## src/rtl/n64_vdemux_pkg.sv

```systemverilog
// Shared definitions for the N64 video demultiplexer: sync bit positions, lock states,
// and line-counter sizing.
package n64_vdemux_pkg;

   localparam int SYNC_VS    = 3;
   localparam int SYNC_CLAMP = 2;
   localparam int SYNC_HS    = 1;
   localparam int SYNC_CS    = 0;

   localparam int                    LINE_CNT_W          = 10;
   localparam logic [LINE_CNT_W-1:0] LINE_CNT_MAX        = '1;
   localparam logic [LINE_CNT_W-1:0] PAL_LINE_THRESH_DEF = 10'd300;

   typedef enum logic {
      UNLOCKED = 1'b0,
      LOCKED   = 1'b1
   } lock_state_t;

   typedef logic [3:0] sync_t;

   // Active-low sync lines: a "fall" is the edge into the asserted state.
   function automatic logic falling(input logic prev_b, input logic new_b);
      return prev_b & ~new_b;
   endfunction

endpackage

```

## src/rtl/n64_mode_detect.sv

```systemverilog
// Field-length based PAL / interlace detection on demuxed sync words.
// Flags update one cycle after a strobe; no backpressure (strobe-driven).
module n64_mode_detect
   import n64_vdemux_pkg::*;
#(
   parameter logic [LINE_CNT_W-1:0] pal_line_thresh = PAL_LINE_THRESH_DEF
) (
   input  logic  clk,
   input  logic  rst_n,
   input  logic  strobe,
   input  sync_t sync,
   output logic  palmode,
   output logic  interlaced,
   output logic  mode_valid
);

   sync_t                 prev_sync;
   logic [LINE_CNT_W-1:0] line_cnt;
   logic [LINE_CNT_W-1:0] prev_line_cnt;
   logic                  have_prev;
   logic [1:0]            good_cnt;

   logic sync_chg;
   logic hs_fall;
   logic vs_fall;
   logic line_sat;

   // Edges can only occur when the word differs, so the history register
   // only needs to load on a changed strobe.
   assign sync_chg = strobe && (sync != prev_sync);
   assign hs_fall  = sync_chg && falling(prev_sync[SYNC_HS], sync[SYNC_HS]);
   assign vs_fall  = sync_chg && falling(prev_sync[SYNC_VS], sync[SYNC_VS]);
   assign line_sat = (line_cnt == LINE_CNT_MAX);

   always_ff @(posedge clk or negedge rst_n) begin
      if (!rst_n) begin
         prev_sync     <= 4'hF;
         line_cnt      <= '0;
         prev_line_cnt <= '0;
         have_prev     <= 1'b0;
         good_cnt      <= 2'd0;
         palmode       <= 1'b0;
         interlaced    <= 1'b0;
         mode_valid    <= 1'b0;
      end else begin
         if (sync_chg) begin
            prev_sync <= sync;
         end
         if (vs_fall) begin
            prev_line_cnt <= line_cnt;
            have_prev     <= 1'b1;
            line_cnt      <= LINE_CNT_W'(hs_fall);
            if (line_sat) begin
               // Runaway field: distrust the mode until two clean fields follow.
               good_cnt   <= 2'd0;
               mode_valid <= 1'b0;
            end else begin
               palmode <= (line_cnt > pal_line_thresh);
               if (have_prev) begin
                  interlaced <= (line_cnt != prev_line_cnt);
               end
               if (good_cnt != 2'd2) begin
                  good_cnt <= good_cnt + 2'd1;
               end
               mode_valid <= (good_cnt != 2'd0);
            end
         end else if (hs_fall && !line_sat) begin
            line_cnt <= line_cnt + LINE_CNT_W'(1);
         end
      end
   end

endmodule

```

## src/rtl/n64_vdemux_vinfo.sv

```systemverilog
// Demuxes the 4-phase N64 video bus into sync/R/G/B with a pixel strobe and mode info.
// Strobe 1 cycle after the B sample; no backpressure, phase errors resync and are counted.
module n64_vdemux_vinfo
   import n64_vdemux_pkg::*;
#(
   parameter int                    color_width_i    = 7,
   parameter logic [LINE_CNT_W-1:0] pal_line_thresh  = PAL_LINE_THRESH_DEF,
   parameter int                    resync_cnt_width = 8
) (
   input  logic                        N64_CLK_i,
   input  logic                        N64_nVRST_i,
   input  logic                        nVDSYNC_i,
   input  logic [color_width_i-1:0]    VD_i,
   output logic                        vdata_valid_o,
   output logic [3:0]                  vdata_sync_o,
   output logic [color_width_i-1:0]    vdata_r_o,
   output logic [color_width_i-1:0]    vdata_g_o,
   output logic [color_width_i-1:0]    vdata_b_o,
   output logic                        palmode_o,
   output logic                        interlaced_o,
   output logic                        mode_valid_o,
   output logic [resync_cnt_width-1:0] resync_cnt_o
);

   lock_state_t state_q;
   lock_state_t state_nxt;
   logic [1:0]  phase_q;
   logic [1:0]  phase_nxt;

   logic cap_sync;
   logic cap_r;
   logic cap_g;
   logic pix_done;
   logic phase_err;

   sync_t                    sync_q;
   logic [color_width_i-1:0] r_q;
   logic [color_width_i-1:0] g_q;

   always_ff @(posedge N64_CLK_i or negedge N64_nVRST_i) begin
      if (!N64_nVRST_i) begin
         state_q <= UNLOCKED;
         phase_q <= 2'd0;
      end else begin
         state_q <= state_nxt;
         phase_q <= phase_nxt;
      end
   end

   always_comb begin
      state_nxt = state_q;
      phase_nxt = phase_q;
      cap_sync  = 1'b0;
      cap_r     = 1'b0;
      cap_g     = 1'b0;
      pix_done  = 1'b0;
      phase_err = 1'b0;
      unique case (state_q)
         UNLOCKED: begin
            phase_nxt = 2'd0;
            if (!nVDSYNC_i) begin
               cap_sync  = 1'b1;
               state_nxt = LOCKED;
               phase_nxt = 2'd1;
            end
         end
         LOCKED: begin
            if (!nVDSYNC_i) begin
               // Sync always restarts the pixel; early sync drops the partial one.
               cap_sync  = 1'b1;
               phase_err = (phase_q != 2'd0);
               phase_nxt = 2'd1;
            end else if (phase_q == 2'd0) begin
               phase_err = 1'b1;
               state_nxt = UNLOCKED;
               phase_nxt = 2'd0;
            end else begin
               phase_nxt = phase_q + 2'd1;
               cap_r     = (phase_q == 2'd1);
               cap_g     = (phase_q == 2'd2);
               pix_done  = (phase_q == 2'd3);
            end
         end
         default: begin
            state_nxt = UNLOCKED;
            phase_nxt = 2'd0;
         end
      endcase
   end

   always_ff @(posedge N64_CLK_i or negedge N64_nVRST_i) begin
      if (!N64_nVRST_i) begin
         sync_q        <= 4'hF;
         r_q           <= '0;
         g_q           <= '0;
         vdata_valid_o <= 1'b0;
         vdata_sync_o  <= 4'hF;
         vdata_r_o     <= '0;
         vdata_g_o     <= '0;
         vdata_b_o     <= '0;
      end else begin
         if (cap_sync) sync_q <= VD_i[3:0];
         if (cap_r)    r_q    <= VD_i;
         if (cap_g)    g_q    <= VD_i;
         vdata_valid_o <= pix_done;
         // B goes straight to the output so the pixel appears one cycle after its last phase.
         if (pix_done) begin
            vdata_sync_o <= sync_q;
            vdata_r_o    <= r_q;
            vdata_g_o    <= g_q;
            vdata_b_o    <= VD_i;
         end
      end
   end

   always_ff @(posedge N64_CLK_i or negedge N64_nVRST_i) begin
      if (!N64_nVRST_i) begin
         resync_cnt_o <= '0;
      end else if (phase_err && (resync_cnt_o != {resync_cnt_width{1'b1}})) begin
         resync_cnt_o <= resync_cnt_o + resync_cnt_width'(1);
      end
   end

   n64_mode_detect #(
      .pal_line_thresh(pal_line_thresh)
   ) u_mode_detect (
      .clk       (N64_CLK_i),
      .rst_n     (N64_nVRST_i),
      .strobe    (vdata_valid_o),
      .sync      (vdata_sync_o),
      .palmode   (palmode_o),
      .interlaced(interlaced_o),
      .mode_valid(mode_valid_o)
   );

endmodule

```

## config.mk

```make
export PLATFORM = sky130hd
export DESIGN_NAME = n64_vdemux_vinfo
export DESIGN_NICKNAME = d
export VERILOG_FILES = /design/src/rtl/n64_vdemux_pkg.sv /design/src/rtl/n64_mode_detect.sv /design/src/rtl/n64_vdemux_vinfo.sv
export SDC_FILE = /design/constraint.sdc
export NUM_CORES = 1
export LEC_CHECK = 0
export ABC_AREA = 1
export CAP_MARGIN = 20
export CORE_MARGIN = 8
export CORE_UTILIZATION = 60
export CTS_CLUSTER_DIAMETER = 100
export DETAILED_ROUTE_END_ITERATION = 6
export MAX_ROUTING_LAYER = met4
export PLACE_DENSITY = 0.9
export RECOVER_POWER = 50
export SYNTH_ARGS = -nofsm -noshare
export SYNTH_HDL_FRONTEND = slang
export SYNTH_SLANG_ARGS = --single-unit
export TNS_END_PERCENT = 1
```

## constraint.sdc

```tcl
create_clock -name N64_CLK_i -period 3.1 [get_ports N64_CLK_i]
set_input_delay 0.93 -clock N64_CLK_i [delete_from_list [all_inputs] [get_ports N64_CLK_i]]
set_output_delay 0.93 -clock N64_CLK_i [all_outputs]
set_load 0.01 [all_outputs]
```

==> impl_metrics.sql <==
INSERT INTO impl_metrics (metric_group, metric, value, unit) VALUES
('sta', 'hold_slack', '0.472', 'ns'),
('sta', 'finalWorstSetupSlack', '0.639', 'ns'),
('worst_hold_path', 'worstHoldPathType', 'flip-flop to flip-flop', ''),
('logic_synthesis', 'synth_area_per_cell', '8.64', 'um2'),
('detailed_routing', 'drt_drc_violations_left', '0', ''),
('detailed_routing', 'detail-route-antenna-nets', '0', ''),
('pwr', 'vdd_drop_max', '0.744', 'mV'),
('die', 'std_cell_rows', '29', ''),
('setup_path', 'timing.critical_path.arrival', '1.53', 'ns'),
('cells_and_area', 'area.sequential', '2140', 'um2'),
('clock_tree', 'post_cts_hold_buffer_count', '0', ''),
('clock_tree', 'post_cts.resized_instances', '0', ''),
('clock_tree', 'cts_buffer_depth', '2', ''),
('logic_synthesis', 'post_synthesis_compound_gate_area_fraction', '6.45', '%'),
('cells_and_area', 'fin_nets', '526', ''),
('setup_path', 'timing.critical_path.slowest_cell_delay', '0.59', 'ns'),
('setup_path', 'critPathKind', 'flip-flop to primary output', ''),
('logic_synthesis', 'synth_top_family_by_area', 'simple AND/OR/NAND/NOR gates', ''),
('detailed_routing', 'first_iter_violations', '145', ''),
('logic_synthesis', 'async_reset_ff_share', '100', '%'),
('die', 'initial_core_util', '62.3', '%'),
('sta', 'setup-violations-final', '0', ''),
('cells_and_area', 'nFillCells', '453', ''),
('logic_synthesis', 'synth.lib_cells_used.distinct', '30', ''),
('sta', 'grt_setup_unrepaired', 'no', ''),
('outcome', 'status', 'complete, no violations', ''),
('cells_and_area', 'n_antenna_cell', '0', ''),
('setup_path', 'rr_worst_depth', '10', ''),
('die', 'die-area', '9490', 'um2'),
('sta', 'slew_violations', '0', ''),
('cells_and_area', 'multi_input_comb_area', '1550', 'um2'),
('clock_tree', 'post-cts-setup-buffer-count', '0', ''),
('sta', 'count_of_final_hold_check_violations', '0', ''),
('sta', 'tns', '0', 'ns'),
('logic_synthesis', 'synth_seq_area_share', '53.9', '%'),
('logic_synthesis', 'yosys.area_share.xor_xnor', '3.96', '%'),
('setup_path', 'critical_path_buf_inv_count', '1', ''),
('pwr', 'leakagePower', '2.36', 'nW'),
('logic_synthesis', 'synth_top_area_cell', 'sky130_fd_sc_hd__dfrtp_1', ''),
('logic_synthesis', 'synth_area_leaders', 'sky130_fd_sc_hd__dfrtp_1, sky130_fd_sc_hd__nand2_1, sky130_fd_sc_hd__dfstp_2', ''),
('logic_synthesis', 'synth_edf_count', '0', ''),
('cells_and_area', 'layout_common_cells', 'sky130_fd_sc_hd__nand2_1, sky130_fd_sc_hd__dfrtp_1, sky130_fd_sc_hd__clkdlybuf4s50_1', ''),
('logic_synthesis', 'synth_nets', '483', ''),
('setup_path', 'critical_path.reg2reg.endpoint', 'u_mode_detect.line_cnt[8]', ''),
('logic_synthesis', 'synth_area', '3980', 'um2'),
('detailed_routing', 'detail_route.wirelength', '8.47', 'mm'),
('setup_path', 'worstPathCellList', 'clkdlybuf4s50_1', ''),
('job', 'cap_viol_max_count', '0', ''),
('logic_synthesis', 'warnings_synthesis', '0', ''),
('sta', 'maxSlewHeadroom', '65.8', '%'),
('clock_tree', 'cts-htree-levels', '3', ''),
('die', 'top_level_ports', '47', ''),
('logic_synthesis', 'netlist.area_leader.share', '45.9', '%'),
('setup_path', 'critical_path_cell_count', '1', ''),
('global_routing', 'antenna_found_initial', '0', ''),
('global_routing', 'grt_pass1_wl', '14.5', 'mm'),
('global_routing', 'grt_start_max_net_pins', '86', ''),
('cells_and_area', 'drive_gt1_share', '9.65', '%'),
('die', 'die_h', '97.4', 'um'),
('sta', 'final_period_minus_worst_setup_slack', '2.46', 'ns'),
('logic_synthesis', 'post_synth_inst_count', '460', ''),
('setup_path', 'worstSetupEndpoint', 'vdata_sync_o[2]', ''),
('global_routing', 'track_usage', '19.1', '%'),
('clock_tree', 'clock_tree_from_tritoncts', 'built', ''),
('placement', 'pre_cts_slack', '0.431', 'ns'),
('global_routing', 'grt-ovfl-total', '0', ''),
('logic_synthesis', 'synthAdderAreaFrac', '4.09', '%'),
('setup_path', 'critical_path.reg2reg.startpoint', 'vdata_sync_o[3]', ''),
('setup_path', 'cp_data_required_time', '2.17', 'ns'),
('logic_synthesis', 'ys_seq_elements', '85', ''),
('clock_tree', 'clkSlewWorstSetupHoldPaths', '0.09', 'ns');
==> worst min path at each step <==
stage	from	end	depth (start not counted)
3_3_place_gp	r_q[4]	vdata_r_o[4]	2
5_1_grt	r_q[6]	vdata_r_o[6]	2
6_report	r_q[2]	vdata_r_o[2]	2
2_1_floorplan	u_mode_detect.good_cnt[0]	u_mode_detect.good_cnt[0]	2
3_5_place_dp	r_q[2]	vdata_r_o[2]	2
4_1_cts	r_q[2]	vdata_r_o[2]	2
==> cells by family after synthesis <==
| family | after synthesis |
|---|---|
| buffers and inverters | 68 |
| adder cells (fa/ha/maj) | 13 |
| flip-flops | 85 |
| multiplexers | 1 |
| AND/OR/NAND/NOR | 226 |
| AO/OA/AOI/OAI | 49 |
| XOR/XNOR | 18 |
==> cells in the mapped netlist, types with 3 or more instances <==
| library cell | n |
|---|---|
| sky130_fd_sc_hd__nand2_1 | 175 |
| sky130_fd_sc_hd__dfrtp_1 | 73 |
| sky130_fd_sc_hd__inv_1 | 41 |
| sky130_fd_sc_hd__o21ai_1 | 37 |
| sky130_fd_sc_hd__nand3_1 | 22 |
| sky130_fd_sc_hd__ha_1 | 13 |
| sky130_fd_sc_hd__dfstp_2 | 12 |
| sky130_fd_sc_hd__xor2_1 | 12 |
| sky130_fd_sc_hd__inv_2 | 11 |
| sky130_fd_sc_hd__o21ai_0 | 11 |
| sky130_fd_sc_hd__nor2_1 | 9 |
| sky130_fd_sc_hd__buf_2 | 8 |
| sky130_fd_sc_hd__xnor2_1 | 6 |
| sky130_fd_sc_hd__nand4_1 | 5 |
| sky130_fd_sc_hd__clkbuf_1 | 3 |
| sky130_fd_sc_hd__nor3_1 | 3 |
==> cell type report <==
cell class,count,area share [%]
clock buffer,9,2.67
tap,77,2.07
inverter,52,4.20
multi-input combinational,307,33.4
clock inverter,7,1.19
timing repair buffer,48,10.4
sequential,85,46.1
==> worst reg2reg max path, delay by kind of cell, from the launching register on <==
family / cells / cell delay, ns
buffers and inverters: 3 / 0.26
adders and majority gates: 1 / 0.28
and+or+nand+nor: 6 / 1.09
DFF: 1 / 0.54
==> where the power goes <==
group	internal (mW)	total, mW	switching [mW]	leakage, nW
Sequential	1.47	1.72	0.246	1.09
Clock	0.299	0.728	0.429	0.0866
Combinational	0.586	1.17	0.583	1.19
Total	2.36	3.62	1.26	2.36
==> stage by stage <==
stage / instances / util [%] / cell area (um2) / total power [mW]
floorplan: 460 / - / 3980 / 2.28
CTS: 585 / 72.8 / 4650 / 3.66
global route: 585 / 72.7 / 4640 / 3.84
detailed placement: 569 / 70.0 / 4470 / 2.92
global placement: 569 / 70.0 / 4470 / 2.85
finish: 585 / 72.7 / 4640 / 3.62
==> metal layers <==
layer  share of wire [%]  routed length (um)  GRT usage, %  vias up
met5                   0                   0             -        -
met4                 2.6                 217          9.09        0
met3                 4.3                 366          5.12       19
met2                  50                4230          30.7       78
met1                  43                3660          21.6     1514
li1                    -                   -             -     1526
==> flip-flops by register name (all words and copies together), names as in the netlist, 2 cells and up <==
name                         flops
g_q                              7
phase_q                          2
r_q                              7
resync_cnt_o                     8
sync_q                           4
u_mode_detect.good_cnt           2
u_mode_detect.line_cnt          10
u_mode_detect.prev_line_cnt     10
u_mode_detect.prev_sync          4
vdata_b_o                        7
vdata_g_o                        7
vdata_r_o                        7
vdata_sync_o                     4
Power figures use the tool's default switching activity.
